$ cat config.mk
export PLATFORM = sky130hd
export DESIGN_NAME = pc_unit_flat
export DESIGN_NICKNAME = d
export VERILOG_FILES = /design/src/rtl/pc_unit_pkg.sv /design/src/rtl/pc_unit_if.sv /design/src/rtl/pc_unit_ras_stack.sv /design/src/rtl/pc_unit.sv /design/src/flat_wrapper.sv
export SDC_FILE = /design/constraint.sdc
export NUM_CORES = 1
export LEC_CHECK = 0
export BUFFER_PORTS_ARGS = -buffer_cell sky130_fd_sc_hd__buf_2
export CORE_MARGIN = 4
export CORE_UTILIZATION = 30
export CTS_CLUSTER_SIZE = 40
export DETAILED_ROUTE_END_ITERATION = 16
export SLEW_MARGIN = 0
export SYNTH_ARGS = -nofsm -noshare
export SYNTH_HDL_FRONTEND = slang
export SYNTH_SLANG_ARGS = --single-unit
export TNS_END_PERCENT = 100
$ cat constraint.sdc
create_clock -name clk -period 6.6 [get_ports clk]
set_clock_uncertainty 0.2 [all_clocks]
set_input_delay 0.33 -clock clk [delete_from_list [all_inputs] [get_ports clk]]
set_output_delay 0.33 -clock clk [all_outputs]
set_load 0.01 [all_outputs]
$ cat src/rtl/pc_unit_pkg.sv
// Shared types and default vectors for the program counter unit.
package pc_pkg;

    typedef enum logic [2:0] {
        PC_SEL_TRAP,
        PC_SEL_REDIRECT,
        PC_SEL_RAS,
        PC_SEL_SEQ,
        PC_SEL_HOLD
    } pc_sel_e;

    localparam logic [31:0] DEFAULT_RESET_VECTOR = 32'h0000_0000;
    localparam logic [31:0] DEFAULT_TRAP_VECTOR  = 32'h0000_0100;

endpackage

$ cat src/rtl/pc_unit_if.sv
// Control/execute <-> PC unit bus; master drives the control inputs, slave is the PC unit.
interface pc_unit_if #(
    parameter int unsigned XLEN = 32
);
    logic            pc_write;
    logic            trap;
    logic            redirect_valid;
    logic [XLEN-1:0] redirect_target;
    logic            is_call;
    logic            is_ret;
    logic [XLEN-1:0] pc;
    logic [XLEN-1:0] pc_plus_inc;
    logic            ras_empty;
    logic            ras_full;
    logic            ras_underflow;
    logic            misaligned;

    modport master (
        output pc_write, trap, redirect_valid, redirect_target, is_call, is_ret,
        input  pc, pc_plus_inc, ras_empty, ras_full, ras_underflow, misaligned
    );

    modport slave (
        input  pc_write, trap, redirect_valid, redirect_target, is_call, is_ret,
        output pc, pc_plus_inc, ras_empty, ras_full, ras_underflow, misaligned
    );
endinterface

$ cat src/rtl/pc_unit_ras_stack.sv
// Circular return-address stack; a push when full overwrites the oldest entry.
module ras_stack #(
    parameter int unsigned XLEN      = 32,
    parameter int unsigned RAS_DEPTH = 4
) (
    input  logic            clk,
    input  logic            rst,
    input  logic            push,
    input  logic            pop,
    input  logic [XLEN-1:0] push_data,
    output logic [XLEN-1:0] top_data,
    output logic            empty,
    output logic            full
);
    localparam int unsigned PTR_W = $clog2(RAS_DEPTH);
    localparam int unsigned CNT_W = PTR_W + 1;

    logic [XLEN-1:0]  mem [RAS_DEPTH];
    logic [PTR_W-1:0] top_ptr;
    logic [CNT_W-1:0] count;
    logic             pop_eff;
    logic [PTR_W-1:0] wr_ptr;

    assign empty    = (count == '0);
    assign full     = (count == CNT_W'(RAS_DEPTH));
    assign top_data = mem[top_ptr];
    assign pop_eff  = pop && !empty;
    // Pop+push replaces the top slot in place; a plain push goes one slot up.
    assign wr_ptr   = pop_eff ? top_ptr : top_ptr + PTR_W'(1);

    always_ff @(posedge clk) begin
        if (!rst && push)
            mem[wr_ptr] <= push_data;
    end

    always_ff @(posedge clk) begin
        if (rst) begin
            top_ptr <= '0;
            count   <= '0;
        end else if (push && !pop_eff) begin
            top_ptr <= top_ptr + PTR_W'(1);
            if (!full)
                count <= count + CNT_W'(1);
        end else if (pop_eff && !push) begin
            top_ptr <= top_ptr - PTR_W'(1);
            count   <= count - CNT_W'(1);
        end
    end
endmodule

$ cat src/rtl/pc_unit.sv
// Fetch program counter: prioritised next-PC select, alignment masking and return-address stack.
module pc_unit
    import pc_pkg::*;
#(
    parameter int unsigned     XLEN         = 32,
    parameter logic [XLEN-1:0] RESET_VECTOR = XLEN'(DEFAULT_RESET_VECTOR),
    parameter logic [XLEN-1:0] TRAP_VECTOR  = XLEN'(DEFAULT_TRAP_VECTOR),
    parameter int unsigned     INC          = 4,
    parameter int unsigned     RAS_DEPTH    = 4
) (
    input logic        clk,
    input logic        rst,
    pc_unit_if.slave   bus
);
    localparam logic [XLEN-1:0] ALIGN_MASK = XLEN'(INC - 1);

    logic [XLEN-1:0] pc_q;
    logic [XLEN-1:0] pc_inc;
    logic [XLEN-1:0] next_raw;
    logic [XLEN-1:0] ras_top;
    logic            ras_empty;
    logic            ras_full;
    logic            underflow_q;
    logic            misaligned_q;
    logic            ras_push;
    logic            ras_pop;
    pc_sel_e         sel;

    assign pc_inc = pc_q + XLEN'(INC);

    always_comb begin
        sel = PC_SEL_HOLD;
        if (bus.pc_write) begin
            if (bus.trap)                          sel = PC_SEL_TRAP;
            else if (bus.redirect_valid)           sel = PC_SEL_REDIRECT;
            else if (bus.is_ret && !ras_empty)     sel = PC_SEL_RAS;
            else                                   sel = PC_SEL_SEQ;
        end
    end

    always_comb begin
        next_raw = pc_q;
        unique case (sel)
            PC_SEL_TRAP:     next_raw = TRAP_VECTOR;
            PC_SEL_REDIRECT: next_raw = bus.redirect_target;
            PC_SEL_RAS:      next_raw = ras_top;
            PC_SEL_SEQ:      next_raw = pc_inc;
            default:         next_raw = pc_q;
        endcase
    end

    // A return still pops when a redirect wins the select, keeping the stack in step.
    assign ras_push = bus.pc_write && !bus.trap && bus.is_call;
    assign ras_pop  = bus.pc_write && !bus.trap && bus.is_ret;

    ras_stack #(
        .XLEN      (XLEN),
        .RAS_DEPTH (RAS_DEPTH)
    ) u_ras (
        .clk       (clk),
        .rst       (rst),
        .push      (ras_push),
        .pop       (ras_pop),
        .push_data (pc_inc),
        .top_data  (ras_top),
        .empty     (ras_empty),
        .full      (ras_full)
    );

    always_ff @(posedge clk) begin
        if (rst) begin
            pc_q         <= RESET_VECTOR;
            underflow_q  <= 1'b0;
            misaligned_q <= 1'b0;
        end else begin
            pc_q         <= next_raw & ~ALIGN_MASK;
            underflow_q  <= (sel == PC_SEL_SEQ) && bus.is_ret;
            misaligned_q <= (sel != PC_SEL_HOLD) && ((next_raw & ALIGN_MASK) != '0);
        end
    end

    assign bus.pc            = pc_q;
    assign bus.pc_plus_inc   = pc_inc;
    assign bus.ras_empty     = ras_empty;
    assign bus.ras_full      = ras_full;
    assign bus.ras_underflow = underflow_q;
    assign bus.misaligned    = misaligned_q;
endmodule
$ cat src/flat_wrapper.sv
// flat-port wrapper written by rule: the top's interface ports become plain ports
module pc_unit_flat import pc_pkg::*;
#(
    parameter int unsigned     XLEN         = 32,
    parameter logic [XLEN-1:0] RESET_VECTOR = XLEN'(DEFAULT_RESET_VECTOR),
    parameter logic [XLEN-1:0] TRAP_VECTOR  = XLEN'(DEFAULT_TRAP_VECTOR),
    parameter int unsigned     INC          = 4,
    parameter int unsigned     RAS_DEPTH    = 4
)
  (clk, rst, bus_pc_write, bus_trap, bus_redirect_valid, bus_redirect_target, bus_is_call, bus_is_ret, bus_pc, bus_pc_plus_inc, bus_ras_empty, bus_ras_full, bus_ras_underflow, bus_misaligned);
  pc_unit_if #(.XLEN(XLEN)) bus_i ();
  input logic clk;
  input logic rst;
  input wire logic [$bits(bus_i.pc_write)-1:0] bus_pc_write;
  input wire logic [$bits(bus_i.trap)-1:0] bus_trap;
  input wire logic [$bits(bus_i.redirect_valid)-1:0] bus_redirect_valid;
  input wire logic [$bits(bus_i.redirect_target)-1:0] bus_redirect_target;
  input wire logic [$bits(bus_i.is_call)-1:0] bus_is_call;
  input wire logic [$bits(bus_i.is_ret)-1:0] bus_is_ret;
  output wire logic [$bits(bus_i.pc)-1:0] bus_pc;
  output wire logic [$bits(bus_i.pc_plus_inc)-1:0] bus_pc_plus_inc;
  output wire logic [$bits(bus_i.ras_empty)-1:0] bus_ras_empty;
  output wire logic [$bits(bus_i.ras_full)-1:0] bus_ras_full;
  output wire logic [$bits(bus_i.ras_underflow)-1:0] bus_ras_underflow;
  output wire logic [$bits(bus_i.misaligned)-1:0] bus_misaligned;
  assign bus_i.pc_write = bus_pc_write;
  assign bus_i.trap = bus_trap;
  assign bus_i.redirect_valid = bus_redirect_valid;
  assign bus_i.redirect_target = bus_redirect_target;
  assign bus_i.is_call = bus_is_call;
  assign bus_i.is_ret = bus_is_ret;
  assign bus_pc = bus_i.pc;
  assign bus_pc_plus_inc = bus_i.pc_plus_inc;
  assign bus_ras_empty = bus_i.ras_empty;
  assign bus_ras_full = bus_i.ras_full;
  assign bus_ras_underflow = bus_i.ras_underflow;
  assign bus_misaligned = bus_i.misaligned;
  pc_unit #(.XLEN(XLEN), .RESET_VECTOR(RESET_VECTOR), .TRAP_VECTOR(TRAP_VECTOR), .INC(INC), .RAS_DEPTH(RAS_DEPTH)) u_core (.clk(clk), .rst(rst), .bus(bus_i));
endmodule
; Word level (Yosys, flattened, before mapping)
; Memories as Yosys holds them, arrays and structs flattened. A register that Yosys moved wholly into a read port is not among the register bits.
; Index checks and enable logic that the tools add are counted.
[word_totals]
word_cells = 54
reg_bits = 39
ramBits = 128
romBits = 0
n_memories = 1
latch_bits = 0
in_bits = 39
output_inout_bits = 68
[op_classes]
bitwise = 0
muxes = 15
addsub = 5
order_cmp = 0
eq_ne = 6
n_mul = 0
div_mod_pow = 0
reduce_logical = 21
shifts = 0
[mem_list]
columns = name, depth, width, rd, rd_clocked_by_memory_dff, wr, line_no
row1 = u_core.u_ras.mem, 4, 32, 1, 1, 1, pc_unit_ras_stack.sv:18  ; logic [XLEN-1:0] mem [RAS_DEPTH];
[op_table]
columns = op, n
row1 = $pmux W32 S4, 1
row2 = $add A32 B3 Y32 const B, 1
row3 = $reduce_bool A32 Y1, 1
row4 = $mux W3, 6
row5 = $logic_and A1 B1 Y1, 10
row6 = $mux W2, 5
row7 = $eq A3 B2 Y1 const B, 2
row8 = $logic_not A3 Y1, 2
row9 = $logic_not A1 Y1, 5
row10 = $reduce_bool A4 Y1, 1
row11 = $add A3 B1 Y3 const B, 1
row12 = $eq A3 B1 Y1 const B, 1
row13 = $eq A3 B3 Y1 const B, 1
row14 = $mux W1, 3
row15 = $ne A3 B3 Y1 const B, 1
row16 = $sub A3 B1 Y3 const B, 1
row17 = $add A2 B1 Y2 const B, 1
row18 = $ne A2 B2 Y1 const B, 1
row19 = $reduce_and A2 Y1, 1
row20 = $reduce_bool A2 Y1, 1
row21 = $sub A2 B1 Y2 const B, 1

; Logic depth before layout (Yosys ltp)
[depth]
ltp_word = 11
ltp_mapped = 12
depth_no_buf = 11

; By module
; From an unflattened synthesis, not the netlist that was laid out.
[unflattened]
hier_cells = 536
area_unflattened_um2 = 7573.5
[by_module_without_submodules]
columns = mod, area_each_um2, seq_area_each_um2, instances, cells_per_inst
row1 = ras_stack, 5028.6, 3983.8, 1, 213
row2 = pc_unit, 2544.9, 640.6, 1, 323

; Least setup slack after synthesis
; Ideal clock, no wire load.
[synth_path]
kind = input -> register
startpoint = input bus_pc_write
endpoint = memory u_core.u_ras.mem[3][10], enable pin
required_ns = 5.907
setup_ns = 0.493
slack_ns = 1.803
path_stages = 6
path_buffers = 1
arrival_ns = 4.104
cell_sequence = clkbuf_1 -> nor2b_1 -> nand2_1 -> inv_1 -> nand2_1 -> nor4_1
[synth_via]
elab_chain_len = 5
word_cells_on_any_way = 8
cone_classes = mux: 3 / reduce/logical: 5
[synth_rtl]
columns = item, line_no
row1 = from (decl), flat_wrapper.sv:14  ; input wire logic [$bits(bus_i.pc_write)-1:0] bus_pc_write;
row2 = $logic_and A1 B1 Y1 (*), "pc_unit.sv:53, pc_unit.sv:54"
row3 = $logic_and A1 B1 Y1, pc_unit.sv:53  ; assign ras_push = bus.pc_write && !bus.trap && bus.is_call;
row4 = $logic_and A1 B1 Y1, pc_unit_ras_stack.sv:32  ; if (!rst && push)
row5 = $mux W1, pc_unit_ras_stack.sv:32
row6 = $mux W1 (not written as such), pc_unit_ras_stack.sv:33  ; mem[wr_ptr] <= push_data;
row7 = to (decl), pc_unit_ras_stack.sv:18
; Every way passes the cells marked *; elsewhere a longest branch is shown, timed or not.

; Worst setup path after layout
[layout_path]
startpoint = register u_core.pc_q[15], in the netlist u_core.bus.pc[15]
endpoint = output bus_pc_plus_inc[25]
[layout_via]
elab_chain_len = 1
[layout_rtl]
columns = item, line_no
row1 = from (decl), pc_unit.sv:17  ; logic [XLEN-1:0] pc_q;
row2 = from (signal assigned), pc_unit.sv:76  ; pc_q <= next_raw & ~ALIGN_MASK;
row3 = $add A32 B3 Y32, pc_unit.sv:29  ; assign pc_inc = pc_q + XLEN'(INC);
row4 = to (decl), flat_wrapper.sv:21  ; output wire logic [$bits(bus_i.pc_plus_inc)-1:0] bus_pc_plus_inc;
; Every way passes these cells.

==> run summary <==
Post-synth ARST share - 0
Synth Area in Compound Gates - 0.105
Final HPWL DP - 14,200 um
Area of the die - 26,700 um^2
Clock network power share - 0.449
Share of layout cells above drive strength 1 - 0.292
Pwr Density - 279 nW/um^2
Ports - 107
Mean area per synthesized cell - 13.5 um^2
Status - complete, no violations
Antenna viol nets, final - 0
Initial Util - 0.307
Total GRT Usage - 0.156
Ranking of synthesized cells by area - edfxtp_1, dfxtp_1, mux4_2
CP Launch Type - register
Cts repair resizes - 0
Slew margin rel. - 0.243
Largest area contributor in the netlist - edfxtp_1
Flip-flop and latch count after synthesis - 159
Antenna diodes - 0
Synth Area in XOR/XNOR - 0.0374
Per-cell routed wire length - 21.7 um
Syn Inst Count - 536
Sequential share of power - 0.464
# nets final - 673
Synthesized-area fraction occupied by adder cells - 0.00794
Die Y-Extent - 163 um
First-pass GRT wire length - 30,700 um
Leakage - 0.00316 uW
Arr. time, crit path - 3.40 ns
Ys flop type - edfxtp_1
Max Cap Violations - 0
Iter 0 DRT Violations - 510
Maximum VDD drop - 0.000184 V
Vias - 5,062
Congestion Overflow GR - 0
YS warnings - 0
Clk_lat worst skew - 0.43 ns
Worst Setup End Kind - primary output
Post-DP Area - 8080 um^2
Clk slew on worst S/H paths - 0.07 ns
Internal power - 1870 uW
Critical path's slowest cell - nor3_1
DRC Markers - 0
CP Data Required Time - 6.07 ns
Clock root cell - clkbuf_16
Setup TNS - 0 ns
Placed Instances - 928
Vias in the first global route - 4,769
Pre-antenna DRT Iters - 5
Post-synthesis cell area - 7250 um^2
CTS Buffer Depth - 2
Worst-margin pin slew - 1.13 ns
Comb pwr share - 0.087
Synth-to-Final Area Change - 20.7%
Achievable Freq - 0.255 GHz
H-Tree Depth - 4
Placer's final routability congestion estimate - 0.801
Hold WC Path Type - in -> reg
Max FO, Critical Path - 11
CTS Sinks - 159
Number of enable flip-flop cells after synthesis - 120
Post-synth top cells - edfxtp_1, dfxtp_1, nand2_1
Final setup viols - 0
Sw Share - 0.234
Post-synthesis sequential area ratio - 0.604
Synth top area share - 0.497
Synth Area in Simple Gates - 0.114
Largest net degree at the start of global routing - 39
Crit-path cells - nand4_1, nor3_1, and2_0, nand2_1, xnor2_1, buf_2
Max-slew violations - 0
CTS Buf Count - 17
Die W - 163 um
Core box area - 23,600 um^2
RSZ-0062 raised after global routing - false
Vias per cell - 5.26
Final period util - 0.595
Tmin final - 3.93 ns
DRT Wirelength - 20,900 um
Largest family of logic cells by synthesized area - simple AND/OR/NAND/NOR gates
Sw power - 570 uW
Initial antenna violation count - 0
Crit path kind - reg -> out
Num rows - 56
Post-synthesis mux area share - 0.0973
Final instance area - 8750 um^2
Final hold viol count - 0
PortBufs - 102
CTS tree - done
Post-synth cell types - 63
Tot Pwr - 2440 uW
Most numerous cell in the Yosys netlist - edfxtp_1
Finished Layout Cells - 962
Worst path max stage delay - 0.94 ns
Setup bufs post-CTS - 0
## what timing repair did
| item | in CTS | in global routing |
|---|---|---|
| setup endpoints to repair | 0 | 0 |
| endpoints found under the hold margin | 1 | 0 |
| hold buffers | 2 | 0 |
## layout by cell type, fill, tap and decap left out, types with 5 or more instances in the layout
cell	netlist	layout
edfxtp_1	120	120
buf_2	10	102
dfxtp_1	39	38
nand2_1	37	37
nor2_1	34	32
mux4_2	30	30
a21oi_1	23	23
xnor2_1	17	17
o21ai_0	17	17
clkbuf_16	0	17
xor2_1	14	14
nand3_1	14	14
nor3_1	13	12
inv_1	12	12
a221oi_1	10	10
buf_4	4	9
nor4_1	10	8
nand4_1	7	7
a22oi_1	7	7
a211oi_1	6	6
nor3b_1	5	5
bufinv_16	0	5
## flip-flops by register name, summed over array words and instances (netlist names), named ones only
| register | count |
|---|---|
| u_core.bus.pc | 30 |
| u_core.bus.misaligned | 1 |
| u_core.u_ras.mem | 120 |
| u_core.bus.ras_underflow | 1 |
| u_core.u_ras.top_ptr | 2 |
| u_core.u_ras.count | 3 |
## power by group through the flow
stage / registers [uW] / logic, uW / clock network [uW]
floorplan: 1140 / 136 / 0
global placement: 1150 / 210 / 0
detailed placement: 1150 / 212 / 0
CTS: 1130 / 214 / 1110
global route: 1130 / 231 / 1150
finish: 1130 / 213 / 1100
## worst paths after layout
| path | to | cells after the start | startpoint | slack [ns] |
|---|---|---|---|---|
| worst max-delay path | bus_pc_plus_inc[25] | 6 | u_core.bus.pc[15] | 2.67 |
| worst min register to register | u_core.bus.pc[22] | 2 | u_core.bus.pc[22] | 0.35 |
| worst min-delay path | u_core.bus.ras_underflow | 2 | bus_is_ret | 0.02 |
| worst max register to register | u_core.u_ras.mem[1][4] | 5 | u_core.u_ras.count[0] | 3.24 |
## cell type report
type                       count  area, um^2
multi-input combinational    327        2670
fill                        2301       14900
timing repair buffer         113         598
tap                          319         399
sequential                   159        4390
clock buffer                  19         443
inverter                      12        45.0
clock inverter                13         210
## layer usage
layer  global-route usage  share of wire  wire length, um
met1                0.223           0.44             9270
met2                0.245           0.48            10000
met3               0.0285          0.064             1340
met4               0.0461          0.014              294
met5                    0              0                0
## metrics by stage
stage | utilization | hold WS (ns) | worst slack (ns)
after floorplan | - | 0.268 | 1.80
after CTS | 0.371 | 0.0133 | 2.65
after global routing | 0.371 | 0.0355 | 2.21
final | 0.371 | 0.0246 | 2.67
after detailed placement | 0.342 | 0.337 | 2.67
after global placement | 0.342 | 0.328 | 2.76
## worst max-delay path, delay by kind of cell (launching register included)
kind | cells | cell delay (ns)
flip-flops | 1 | 0.49
AND/OR/NAND/NOR | 4 | 1.91
XOR/XNOR | 1 | 0.36
buffers and inverters | 1 | 0.21
## kinds of logic (layout without fill, tap and decap cells)
| group | count (synthesis) | after routing |
|---|---|---|
| flops | 159 | 159 |
| other cells | 1 | 4 |
| buf+inv | 53 | 157 |
| simple gates | 149 | 149 |
| fa+ha+maj | 4 | 4 |
| compound gates | 106 | 106 |
| xor+xnor | 31 | 31 |
| mux | 33 | 33 |
Power figures use the tool's default switching activity.
